**config.mk**
```make
export PLATFORM = sky130hd
export DESIGN_NAME = seed_lfsr
export DESIGN_NICKNAME = d
export VERILOG_FILES = /design/src/rtl/seed_lfsr.sv
export SDC_FILE = /design/constraint.sdc
export NUM_CORES = 1
export LEC_CHECK = 0
export ABC_AREA = 1
export BUFFER_PORTS_ARGS = -buffer_cell sky130_fd_sc_hd__buf_2
export CAP_MARGIN = 20
export CORE_MARGIN = 2
export CORE_UTILIZATION = 39
export CTS_CLUSTER_SIZE = 12
export DETAILED_ROUTE_END_ITERATION = 6
export GPL_TIMING_DRIVEN = 1
export PLACE_DENSITY = 0.64
export REMOVE_ABC_BUFFERS = 1
export SYNTH_ARGS = -nofsm -noshare
export SYNTH_HDL_FRONTEND = slang
export SYNTH_SLANG_ARGS = --single-unit
export TNS_END_PERCENT = 30
```
**constraint.sdc**
```tcl
create_clock -name clk -period 2.35 [get_ports clk]
set_clock_uncertainty 0.1 [all_clocks]
set_input_delay 0.235 -clock clk [delete_from_list [all_inputs] [get_ports clk]]
set_output_delay 0.235 -clock clk [all_outputs]
set_load 0.005 [all_outputs]
```
**src/rtl/seed_lfsr.sv**
```systemverilog
// ---------------------------------------------------------------------------
// seed_lfsr
//
// Seed generator for a downstream pseudo-random engine. It delivers a 64-bit
// seed either from a stored preset (mode=0) or from a Fibonacci LFSR that
// advances STEPS times for each request (mode=1). The result is held on
// seed_out with valid=1 until the consumer acknowledges it.
//
// Parameters
//   STEPS         LFSR advances per random request, 1..255
//   DEFAULT_SEED  value stored instead of an all-zero seed
//
// Ports
//   clk        in   single clock, all state changes on its rising edge
//   reset      in   synchronous, active-high reset
//   mode       in   0 = preset seed, 1 = random seed (sampled when leaving IDLE)
//   load       in   one-cycle pulse capturing load_seed into preset and lfsr
//   load_seed  in   64-bit user or preset seed value
//   req        in   request a new seed (honoured only in IDLE)
//   ack        in   consumer has taken seed_out (honoured only in DONE)
//   seed_out   out  delivered seed, stable while valid=1
//   valid      out  seed_out holds a completed seed (state DONE)
//   busy       out  LFSR run in progress (state RUN)
// ---------------------------------------------------------------------------
module seed_lfsr #(
    parameter int unsigned STEPS        = 8,
    parameter logic [63:0] DEFAULT_SEED = 64'hACE1_2468_BDF0_1357
) (
    input  logic        clk,
    input  logic        reset,
    input  logic        mode,
    input  logic        load,
    input  logic [63:0] load_seed,
    input  logic        req,
    input  logic        ack,
    output logic [63:0] seed_out,
    output logic        valid,
    output logic        busy
);

    localparam logic [1:0] IDLE = 2'd0;
    localparam logic [1:0] RUN  = 2'd1;
    localparam logic [1:0] DONE = 2'd2;

    localparam logic [7:0] STEPS_CNT = 8'(STEPS);

    logic [1:0]  state,  state_nx;
    logic [63:0] preset, preset_nx;
    logic [63:0] lfsr,   lfsr_nx;
    logic [63:0] seed_q, seed_nx;
    logic [7:0]  cnt,    cnt_nx;

    // Value actually stored on a load: an all-zero LFSR would lock up, so
    // zero is replaced by the default seed and can never be stored.
    logic [63:0] load_val;
    assign load_val = (load_seed == 64'd0) ? DEFAULT_SEED : load_seed;

    // One Fibonacci step, taps 64/63/61/60.
    logic        fb;
    logic [63:0] lfsr_step;
    assign fb        = lfsr[63] ^ lfsr[62] ^ lfsr[60] ^ lfsr[59];
    assign lfsr_step = {lfsr[62:0], fb};

    // NOTE: every next-state variable gets a hold default before the case so
    // no path through the block leaves one unassigned, which would infer a latch.
    always_comb begin
        state_nx  = state;
        preset_nx = preset;
        lfsr_nx   = lfsr;
        seed_nx   = seed_q;
        cnt_nx    = cnt;

        case (state)
            IDLE: begin
                // A load wins over a coincident req; the request is dropped.
                if (load) begin
                    preset_nx = load_val;
                    lfsr_nx   = load_val;
                end else if (req) begin
                    if (mode) begin
                        state_nx = RUN;
                        cnt_nx   = STEPS_CNT;
                    end else begin
                        state_nx = DONE;
                        seed_nx  = preset;
                    end
                end
            end

            RUN: begin
                if (load) begin
                    // Abort: reload and return to IDLE without a result.
                    preset_nx = load_val;
                    lfsr_nx   = load_val;
                    cnt_nx    = 8'd0;
                    state_nx  = IDLE;
                end else begin
                    lfsr_nx = lfsr_step;
                    cnt_nx  = cnt - 8'd1;
                    // The last step's result goes straight to seed_out.
                    if (cnt == 8'd1) begin
                        state_nx = DONE;
                        seed_nx  = lfsr_step;
                    end
                end
            end

            DONE: begin
                // The delivered seed is held; a load only refreshes the sources.
                if (load) begin
                    preset_nx = load_val;
                    lfsr_nx   = load_val;
                end
                // req coincident with ack is intentionally not looked at here.
                if (ack) begin
                    state_nx = IDLE;
                end
            end

            default: begin
                state_nx = IDLE;
            end
        endcase
    end

    // NOTE: state registers use non-blocking assignments so every register
    // samples the values from before this edge, independent of statement order.
    always_ff @(posedge clk) begin
        if (reset) begin
            state  <= IDLE;
            preset <= DEFAULT_SEED;
            lfsr   <= DEFAULT_SEED;
            seed_q <= 64'd0;
            cnt    <= 8'd0;
        end else begin
            state  <= state_nx;
            preset <= preset_nx;
            lfsr   <= lfsr_nx;
            seed_q <= seed_nx;
            cnt    <= cnt_nx;
        end
    end

    assign seed_out = seed_q;
    assign valid    = (state == DONE);
    assign busy     = (state == RUN);

endmodule

```
==> impl.org, run 1 <==
** Drt
- Dividing the detail-routed wire length by the instance count gives 14.0 microns.
- Antenna Violating Nets Remaining :: 0
- The first detailed-routing pass ran for 5 iterations.
- Routed vias/inst :: 4.84
- Summed over all layers, the routed wires come to 26700 microns.
- 1st-iter DRT viols :: 592
- Via count :: 9250
- Post-route DRC :: 0

** Global route
- Vias in the first global route :: 8472
- For this run, the total global-route usage over all layers was measured as 0.203.
- Maximum number of pins on one net before global-route repair :: 89
- Number of antenna violations at the first check in global routing :: 1
- The first global-routing pass estimated 43300 microns of wire.
- Global routing finished with a remaining overflow of 0.

** Pwr
- Internal power :: 6830 uW
- Clock network fraction of total power :: 0.364
- Of the total power, the share spent switching nets is 0.300.
- Of the total power, combinational logic draws 0.219.
- Final total power :: 9770 uW
- Leakage power total :: 0.00572 uW
- The share of total power dissipated in sequential elements is 0.416.
- Reported net switching power :: 2930 uW
- IR analysis of the VDD net gives a maximum drop of 0.473 mV.
- Power Dens Cells :: 824 mW/mm^2

** Timing
- Final period demand of the worst path :: 2.12 ns
- The final max-slew violation count is 0.
- Sum of negative setup slack :: 0 ns
- Slew Limit Headroom :: 0.622
- Hold timing on the final database bottoms out at a slack of 0.0203 ns.
- Unrepaired setup endpoints after global routing :: no
- Final Hold Viols :: 0
- For the pin with the worst max-slew slack, the measured transition is 0.567 ns.
- Setup violations remaining at the end of the flow were counted as 0.
- Dividing the final minimum period by the clock period gives 0.900.
- Maximum clock frequency :: 0.473 GHz

** Worst setup path
- Largest fanout of any net on the critical path :: 41
- Worst EP required :: 2.02 ns
- CP peak stage delay :: 0.43 ns
- Cell with the largest stage delay on the worst path :: sky130_fd_sc_hd__dfxtp_1
- Sort of element at the end of the critical path :: output port
- Type of the worst setup path :: reg -> out
- The signal on the critical path passes through inv_2 > nand2_4 > buf_4 > inv_1 > buf_2.
- The worst setup path is launched from a register.
- Together, buffers and inverters on the worst path number 4.
- Largest delay contributor family on the critical path :: buffers and inverters
- Data on the critical path arrives at its endpoint at 1.78 ns.

** CTS
- H-tree Lvls :: 1
- Post-CTS resize count :: 0
- No sink is reached through more buffers than the 3 on the longest clock path.
- Counting the buffers created by CTS gives 24.
- Counting every sink on the clock net gives 202.
- Clk pin slew, worst setup/hold paths :: 0.06 ns
- Buffers inserted to repair hold after CTS numbered 67.
- Clock insertion delay at the later pin of the skew report :: 0.51 ns
- Post-CTS timing repair inserted 0 buffers for setup.
- Clock root buffer master :: sky130_fd_sc_hd__clkbuf_16
- Clock tree from TritonCTS :: built

** Final layout
- Final #Nets :: 1641
- Commonest non-fill, non-tap cell in the layout :: sky130_fd_sc_hd__nand2_1
- Fraction of final layout cells sized beyond drive strength 1 :: 0.135
- Post-route cell area :: 0.0119 sq mm
- In the layout the commonest cells are sky130_fd_sc_hd__nand2_1, sky130_fd_sc_hd__nor2_1, sky130_fd_sc_hd__dfxtp_1.
- Compared with the post-synthesis result, the final layout area differs by 24.7%.
- Counting the fill cells in the layout gives 2512.

** Run
- Total of max-cap violations :: 0

** Floorplan
- For this configuration, the core starts out at a cell density of 0.394.
- The floorplan has 57 rows.
- The die is 160 microns tall.
- Core region area :: 0.0241 sq mm
- IO Count :: 136
- The floorplan step defined a die boundary enclosing 0.0256 sq mm.
- Die span in x :: 160 microns

** Run status
- Status :: completed

** Synth
- Cell area after synthesis :: 0.00951 sq mm
- Number of storage elements in the synthesis netlist :: 202
- During synthesis, Yosys emitted a total of 0 warnings.
- Unique masters post-synth :: 29
- The share of the Yosys chip area taken by registers is 0.425.
- After synthesis, the mean cell area works out to 6.72 sq um.
- Post-Syn Instances :: 1415

** Place
- In this run the tool buffered the top-level ports with 135 buffer cells.
- Detail Placement HPWL :: 16500 microns
- Instance area after placement :: 0.0104 sq mm
- Final weighted congestion in routability-driven placement :: 0.814

** Worst hold path
- Hold/Removal Path Class :: in -> reg
[routing by layer]
metal | up-vias | wire [microns] | part of all wire | GRT usage
li1 | 4820 | - | - | -
met5 | - | 0 | 0 | 0
met1 | 4156 | 12600 | 0.47 | 0.282
met3 | 33 | 1340 | 0.050 | 0.0247
met4 | 0 | 543 | 0.020 | 0.0524
met2 | 241 | 12200 | 0.46 | 0.337
[final timing paths]
path | to | startpoint | slack, ns | cells after the start
hold reg to reg | preset[31] | preset[31] | 0.36 | 2
hold / removal | state[0] | mode | 0.02 | 5
setup reg to reg | seed_out[50] | state[0] | 0.34 | 9
setup / recovery | busy | state[1] | 0.23 | 5
[cell type report]
class	instances	area, sq um	share of cell area
multi-input combinational	992	4570	0.385
sequential	202	4040	0.341
timing repair buffer	227	1620	0.137
clock buffer	36	717	0.0605
inverter	122	462	0.0389
tap	324	405	0.0342
clock inverter	6	36.3	0.00306
antenna	1	2.50	0.000211
[state kept, by name, indices dropped and copies added, names as in the netlist]
register	flops
state	2
lfsr	64
seed_out	64
cnt	8
preset	64
[metrics by stage]
stage / setup slack (ns) / utilization / std cells
finish: 0.235 / 0.492 / 1910
floorplan: -1.97 / - / 1316
detailed placement: 0.352 / 0.433 / 1800
global placement: 0.424 / 0.433 / 1800
global route: 0.118 / 0.492 / 1910
CTS: 0.186 / 0.492 / 1909
[cell families (layout without fill, tap and decap cells)]
logic type / after synthesis / in the layout / synth area share
AOI/OAI and AO/OA: 304 / 304 / 0.171
DFF: 202 / 202 / 0.425
buffers and inverters: 221 / 391 / 0.0963
other: 0 / 1 / 0
and+or+nand+nor: 682 / 682 / 0.301
xor gates and xnor gates: 4 / 4 / 0.00369
adders and majority gates: 2 / 2 / 0.00263
[worst reg2reg max path, stage by stage (launching register included)]
cell and delay, ns:
sky130_fd_sc_hd__dfxtp_1 0.59, sky130_fd_sc_hd__nor2_2 0.13, sky130_fd_sc_hd__nand2_1 0.14, sky130_fd_sc_hd__nand2_1 0.11, sky130_fd_sc_hd__a21oi_4 0.15, sky130_fd_sc_hd__nand2_2 0.11, sky130_fd_sc_hd__inv_4 0.18, sky130_fd_sc_hd__buf_12 0.24
sky130_fd_sc_hd__nor2_1 0.08, sky130_fd_sc_hd__nor2_1 0.12
[power by group through the flow]
stage	clock (uW)	sequential [uW]	combinational, uW
detailed placement	0	4140	2070
floorplan	0	4120	1300
global placement	0	4130	2030
finish	3560	4070	2140
CTS	3650	4070	2160
global route	3790	4110	2450
[synth_stat cells, drive strengths merged]
cell,instances,share of area
nand4,2,0.0013
buf,48,0.028
o21a,1,0.00079
o31ai,1,0.00079
a21oi,134,0.072
xnor2,1,0.00092
nand2,330,0.13
nand3,36,0.019
ha,2,0.0026
nand3b,64,0.051
nor3,2,0.0011
a211oi,33,0.026
xor2,3,0.0028
or2,1,0.00066
dfxtp,202,0.43
nor2,247,0.098
inv,122,0.048
o21ai,135,0.071
clkbuf,51,0.020
Power figures use the tool's default switching activity.
==> run 2: changes to the inputs <==
--- a/config.mk
+++ b/config.mk
@@ -15,6 +15,8 @@
 export GPL_TIMING_DRIVEN = 1
 export PLACE_DENSITY = 0.64
 export REMOVE_ABC_BUFFERS = 1
+export SETUP_SLACK_MARGIN = 0.3
+export SLEW_MARGIN = 10
 export SYNTH_ARGS = -nofsm -noshare
 export SYNTH_HDL_FRONTEND = slang
 export SYNTH_SLANG_ARGS = --single-unit
==> impl.org, run 2 (synthesis results as in run 1) <==
** Worst hold path
- The type of the tightest min-delay check is in -> reg (unchanged).

** Timing
- The slew at the pin closest to its max-slew limit is 0.558 ns (was 0.567 ns).
- Final Hold Viols :: 0 (unchanged)
- Unrepaired setup endpoints after global routing :: yes (was no)
- The final max-slew violation count came to 0 (unchanged).
- The peak clock frequency supported by timing came to 0.509 GHz (was 0.473 GHz).
- Total setup violations reported at the end of the flow :: 0 (unchanged)
- The share of the cycle needed by the critical path after routing came to 0.836 (was 0.900).
- The post-route worst setup slack came to 0.386 ns (was 0.235 ns).
- Final period demand of the worst path :: 1.96 ns (was 2.12 ns)
- Slew Limit Headroom :: 0.628 (was 0.622)

** Final layout
- The count of non-filler cells in the finished layout is 1910 (unchanged).
- Signed area change from the synthesized netlist to the final layout :: 24.9% (was 24.7%)
- The share of final-layout standard cells stronger than drive strength 1 is 0.136 (was 0.135).
- Final #Nets :: 1641 (unchanged)
- Commonest non-fill, non-tap cell in the layout :: sky130_fd_sc_hd__nand2_1 (unchanged)
- Most used cells in the layout excluding fill and tap cells: sky130_fd_sc_hd__nand2_1, sky130_fd_sc_hd__nor2_1, sky130_fd_sc_hd__dfxtp_1 (unchanged).

** Global route
- The initial antenna violation count came to 1 (unchanged).
- The via count of the first global-routing pass is 8475 (was 8472).
- Global-route wire length before repair :: 43300 microns (about the same)
- GR Overflow Total :: 0 (unchanged)
- Maximum number of pins on one net before global-route repair :: 89 (unchanged)
- Total routing usage reported by global routing :: 0.203 (about the same)

** Worst setup path
- Setup slack on the worst flop-to-flop path :: 0.51 ns (was 0.34 ns)
- Critical path startpoint category :: register (unchanged)
- The maximum fanout along the worst path is 41 (unchanged).
- The startpoint-to-endpoint class of the critical path is reg -> out (unchanged).
- Arrival time at the worst endpoint :: 1.63 ns (was 1.78 ns)
- The required time at the endpoint of the critical path is 2.02 ns (about the same).
- The kind of capture point of the worst setup path was an output port (unchanged).

** CTS
- H-tree Lvls :: 1 (unchanged)
- The CTS tree was built (unchanged).
- Number of clock sinks :: 202 (unchanged)
- TritonCTS buffer count :: 24 (unchanged)
- The cell at the root of the clock tree is sky130_fd_sc_hd__clkbuf_16 (unchanged).
- The latest clock arrival within the worst-skew pair is 0.51 ns (about the same).
- The number of buffers added for setup after CTS came to 0 (unchanged).
- The clock transition at the register clock pins on the worst setup and hold paths after CTS was 0.06 ns (about the same).
- The number of buffers on the longest clock path came to 3 (unchanged).

** Pwr
- The total chip power is 9770 uW (about the same).
- Power Dens Cells :: 823 mW/mm^2 (was 824 mW/mm^2)
- The leakage dissipation was 0.00573 uW (was 0.00572 uW).
- The peak supply drop was 0.470 mV (was 0.473 mV).

** Drt
- The first-pass iteration count of the detailed router was 5 (unchanged).
- The DRC violation total after the first TritonRoute iteration came to 616 (was 592).
- The wire length per cell was 14.0 microns (about the same).
- Routed vias/inst :: 4.83 (was 4.84)
- The number of antenna-violating nets in the routed design was 0 (unchanged).
- The post-route DRC violation count was 0 (unchanged).
- Final Routed Wirelength :: 26700 microns (about the same)
- Via count :: 9228 (was 9250)

** Floorplan
- The core footprint came to 0.0241 sq mm (unchanged).
- The die boundary width came to 160 microns (unchanged).
- Floorplan die area :: 0.0256 sq mm (unchanged)
- IO Count :: 136 (unchanged)
- Number of rows created at floorplan :: 57 (unchanged)
- The initial standard-cell utilization of the core was 0.394 (unchanged).
- The y dimension of the die is 160 microns (unchanged).

** Place
- The number of placed cells counting well taps is 1800 (unchanged).
- Final weighted congestion in routability-driven placement :: 0.814 (unchanged)
- The total half-perimeter wirelength after legalization and detailed placement is 16500 microns (unchanged).
- Place WS :: 0.352 ns (unchanged)
- IO Port Bufs :: 135 (unchanged)

** Run
- The number of maximum-capacitance violations came to 0 (unchanged).

** Run status
- Status :: completed (unchanged)
==> run 2: cell counts in the layout (fill, tap and decap cells not counted) <==
No cell type changed its count.
==> run 2: critical path, stage by stage (launching register included) <==
cell	delay [ns]
sky130_fd_sc_hd__dfxtp_1	0.43
sky130_fd_sc_hd__inv_2	0.12
sky130_fd_sc_hd__nand2_4	0.11
sky130_fd_sc_hd__buf_8	0.23
sky130_fd_sc_hd__inv_1	0.08
sky130_fd_sc_hd__buf_2	0.14
==> run 2: metrics by stage <==
stage | hold slack (ns) | utilization | area, sq um | TNS, ns
6_report | 0.00857 | 0.492 | 11900 | 0
5_1_grt | 0.0417 | 0.492 | 11900 | 0
3_3_place_gp | 0.350 | 0.433 | 10400 | 0
3_5_place_dp | 0.353 | 0.433 | 10400 | 0
2_1_floorplan | 0.204 | - | 9050 | -270.64
4_1_cts | 0.00109 | 0.492 | 11900 | 0
==> run 2: cell type report <==
class                      instances  area (sq um)
antenna                            1          2.50
clock buffer                      36           717
clock inverter                     6          36.3
fill                            2514         12200
inverter                         122           462
multi-input combinational        992          4570
sequential                       202          4050
tap                              324           405
timing repair buffer             227          1630
==> run 2: path summary, 6_finish.rpt <==
check,start,to,cells after the start
worst max-delay path,state[1],busy,5
worst min-delay path,mode,state[0],5
worst max register to register,state[0],seed_out[50],9
worst min register to register,preset[1],preset[1],2
==> run 2: repair_timing <==
action                                 4_1_cts  5_1_grt
hold buffers                                67        0
resized for setup                            2        2
endpoints found under the hold margin      130        0
pin swaps                                    0        0
setup endpoints to repair                    1       77
==> run 2: per-layer routing <==
metal  global-route usage  share of wire  vias up
li1                     -              -     4820
met1                0.281           0.48     4160
met2                0.337           0.46      213
met3               0.0247          0.047       35
met4               0.0524          0.021        0
met5                    0              0        -
==> run 2: where the power goes <==
group	switching (uW)	internal [uW]
registers	206	3860
logic	1280	876
clock network	1450	2100
total	2930	6840
==> run 3: changes to the inputs <==
==> constraint.sdc (replaced) <==
create_clock -name clk -period 1.9 [get_ports clk]
set_clock_uncertainty 0.1 [all_clocks]
set_input_delay 0.19 -clock clk [delete_from_list [all_inputs] [get_ports clk]]
set_output_delay 0.19 -clock clk [all_outputs]
set_load 0.005 [all_outputs]
==> impl.org, run 3 (synthesis results as in run 1) <==
** Drt
- Via count :: 9956 (was 9228)
- The total wire length was 32700 microns (was 26700 microns).
- Post-route DRC :: 0 (unchanged)
- Antenna Violating Nets Remaining :: 0 (unchanged)
- 1st-iter DRT viols :: 775 (was 616)
- The wire length per cell was 16.6 microns (was 14.0 microns).
- The ratio of routed vias to standard cells is 5.06 (was 4.83).
- The first-pass iteration count of the detailed router was 5 (unchanged).

** Final layout
- Final core utilization :: 0.547 (was 0.492)
- The most common cell after layout, fill and taps aside was sky130_fd_sc_hd__nand2_1 (unchanged).
- Most used cells in the layout excluding fill and tap cells: sky130_fd_sc_hd__nand2_1, sky130_fd_sc_hd__nor2_1, sky130_fd_sc_hd__dfxtp_1 (unchanged).
- Signed area change from the synthesized netlist to the final layout :: 38.8% (was 24.9%)
- Final #Nets :: 1700 (was 1641)
- Fraction of final layout cells sized beyond drive strength 1 :: 0.196 (was 0.136)

** Pwr
- The part of the power in combinational logic is 0.277 (was 0.220).
- Max VDD drop :: 0.641 mV (was 0.470 mV)
- Power Dens Cells :: 965 mW/mm^2 (was 823 mW/mm^2)
- The internal power came to 8820 uW (was 6840 uW).
- The relative contribution of sequential cells to total power is 0.396 (was 0.416).
- The net switching share of the total power is 0.307 (was 0.300).
- The leakage dissipation is 0.00644 uW (was 0.00573 uW).
- The clock share of power came to 0.327 (was 0.363).
- The net switching component of the power came to 3910 uW (was 2930 uW).

** Floorplan
- Core region area :: 0.0241 sq mm (unchanged)
- The I/O pin total was 136 (unchanged).
- Die outline height :: 160 microns (unchanged)
- The die boundary width was 160 microns (unchanged).
- The initial standard-cell utilization of the core is 0.394 (unchanged).
- The floorplan die area is 0.0256 sq mm (unchanged).
- Number of rows created at floorplan :: 57 (unchanged)

** Worst setup path
- The maximum single-stage delay on the critical path is 0.44 ns (was 0.43 ns).
- Critical path's most frequent cell :: sky130_fd_sc_hd__nand2_2
- Critical path startpoint category :: register (unchanged)
- Cell with the largest stage delay on the worst path :: sky130_fd_sc_hd__dfxtp_4 (was sky130_fd_sc_hd__dfxtp_1)
- Sort of element at the end of the critical path :: register (was output port)
- The maximum fanout along the worst path is 8 (was 41).
- The startpoint-to-endpoint class of the critical path was reg -> reg (was reg -> out).
- Number of buffer and inverter stages on the critical path :: 2 (was 4)
- The required time at the endpoint of the critical path is 2.20 ns (was 2.02 ns).
- Arrival time at the worst endpoint :: 1.99 ns (was 1.63 ns)
- Critical-path cell list :: nor2_4 > nand2_2 > nand2_2 > a21oi_4 > buf_12 > clkbuf_16 > nand3b_1 > nand2_1 > nor2_1 (was inv_2 > nand2_4 > buf_8 > inv_1 > buf_2)
- The family with the most delay on the worst path was flip-flops (was buffers and inverters).

** Run
- Total of max-cap violations :: 0 (unchanged)

** Global route
- Global-route wire length before repair :: 45900 microns (was 43300 microns)
- Maximum number of pins on one net before global-route repair :: 99 (was 89)
- Number of antenna violations at the first check in global routing :: 0 (was 1)
- The via count of the first global-routing pass was 8964 (was 8475).
- Total routing usage reported by global routing :: 0.218 (was 0.203)
- Met3 track utilization from global routing :: 0.0249 (was 0.0247)
- The routing usage on met2 came to 0.374 (was 0.337).
- GR Overflow Total :: 0 (unchanged)
- The busiest layer in global routing is met2 (unchanged).
- The met1 usage came to 0.297 (was 0.281).

** CTS
- The clock sink count was 202 (unchanged).
- The latest clock arrival within the worst-skew pair was 0.50 ns (was 0.51 ns).
- Clk pin slew, worst setup/hold paths :: 0.06 ns (about the same)
- Clock buffer depth :: 3 (unchanged)
- The CTS tree is built (unchanged).
- Clock root buffer master :: sky130_fd_sc_hd__clkbuf_16 (unchanged)
- H-tree Lvls :: 1 (unchanged)
- TritonCTS buffer count :: 23 (was 24)

** Place
- The worst setup slack after placement came to 0.160 ns (was 0.352 ns).
- The quantity of I/O buffers inserted on ports is 135 (unchanged).
- The total half-perimeter wirelength after legalization and detailed placement is 16900 microns (was 16500 microns).
- The routability congestion estimate from global placement came to 0.805 (was 0.814).

** Timing
- Unrepaired setup endpoints after global routing: yes (unchanged).
- Dividing the final minimum period by the clock period gives 0.888.
- Total setup violations reported at the end of the flow :: 0 (unchanged)
- Slew Limit Headroom :: 0.664 (was 0.628)
- Final Hold Viols :: 0 (unchanged)
- The final max-slew violation count came to 0 (unchanged).
- Maximum clock frequency :: 0.593 GHz
- Final period demand of the worst path :: 1.69 ns
- Actual transition at the worst max-transition pin :: 0.505 ns (was 0.558 ns)
- Final WS setup :: 0.213 ns (was 0.386 ns)

** Run status
- Status: completed (unchanged).

** Worst hold path
- Hold/Removal Path Class :: in -> reg (unchanged)
==> run 3: worst reg2reg max path, delay by kind of cell, from the launching register on <==
kind | cells | cell delay (ns)
flip-flops | 1 | 0.44
AND/OR/NAND/NOR | 6 | 0.44
buffers and inverters | 2 | 0.38
AO/OA/AOI/OAI | 1 | 0.23
==> run 3: power by group through the flow <==
stage / Combinational [uW] / Clock, uW / Sequential, uW
2_1_floorplan: 1600 / 0 / 5100
3_3_place_gp: 2640 / 0 / 5100
3_5_place_dp: 2670 / 0 / 5110
4_1_cts: 2980 / 4240 / 5030
5_1_grt: 3870 / 4430 / 5110
6_report: 3530 / 4170 / 5040
==> run 3: final cells by class <==
class                      count  area [sq um]
clock inverter                 4          45.0
tap                          324           405
clock buffer                  36           644
timing repair buffer         287          2790
multi-input combinational    992          4770
antenna                        1          2.50
fill                        2404         10900
inverter                     122           479
sequential                   202          4060
==> run 3: path summary, 6_finish.rpt <==
path	start	to	depth (start not counted)	slack, ns
worst min register to register	preset[2]	preset[2]	2	0.36
worst max-delay path	state[0]	seed_out[53]	9	0.21
worst min-delay path	load_seed[15]	preset[15]	4	0.04
worst max register to register	state[0]	seed_out[53]	9	0.21
==> run 3: repair_timing <==
action | 4_1_cts | 5_1_grt
cloned | 5 | 22
endpoints found under the hold margin | 131 | 0
gates resized for setup | 18 | 114
pin swaps | 2 | 37
buffers inserted | 6 | 18
endpoints found under the setup margin | 148 | 187
hold buffers | 67 | 0
==> run 3: per-stage QoR <==
step	instances	hold WS (ns)	instance area (sq um)	setup TNS, ns	total power, uW
after floorplan	1316	0.159	9050	-358.32	6700
final	1968	0.0355	13200	0	12700
after global placement	1809	0.349	10600	0	7740
after detailed placement	1809	0.353	10600	0	7790
after global routing	1967	0.0717	13200	0	13400
after CTS	1927	0.0700	12200	0	12300
==> run 3: metal layers <==
| layer | vias up | part of all wire |
|---|---|---|
| li1 | 4948 | - |
| met1 | 4623 | 0.44 |
| met2 | 338 | 0.47 |
| met3 | 47 | 0.066 |
| met4 | 0 | 0.023 |
| met5 | - | 0 |
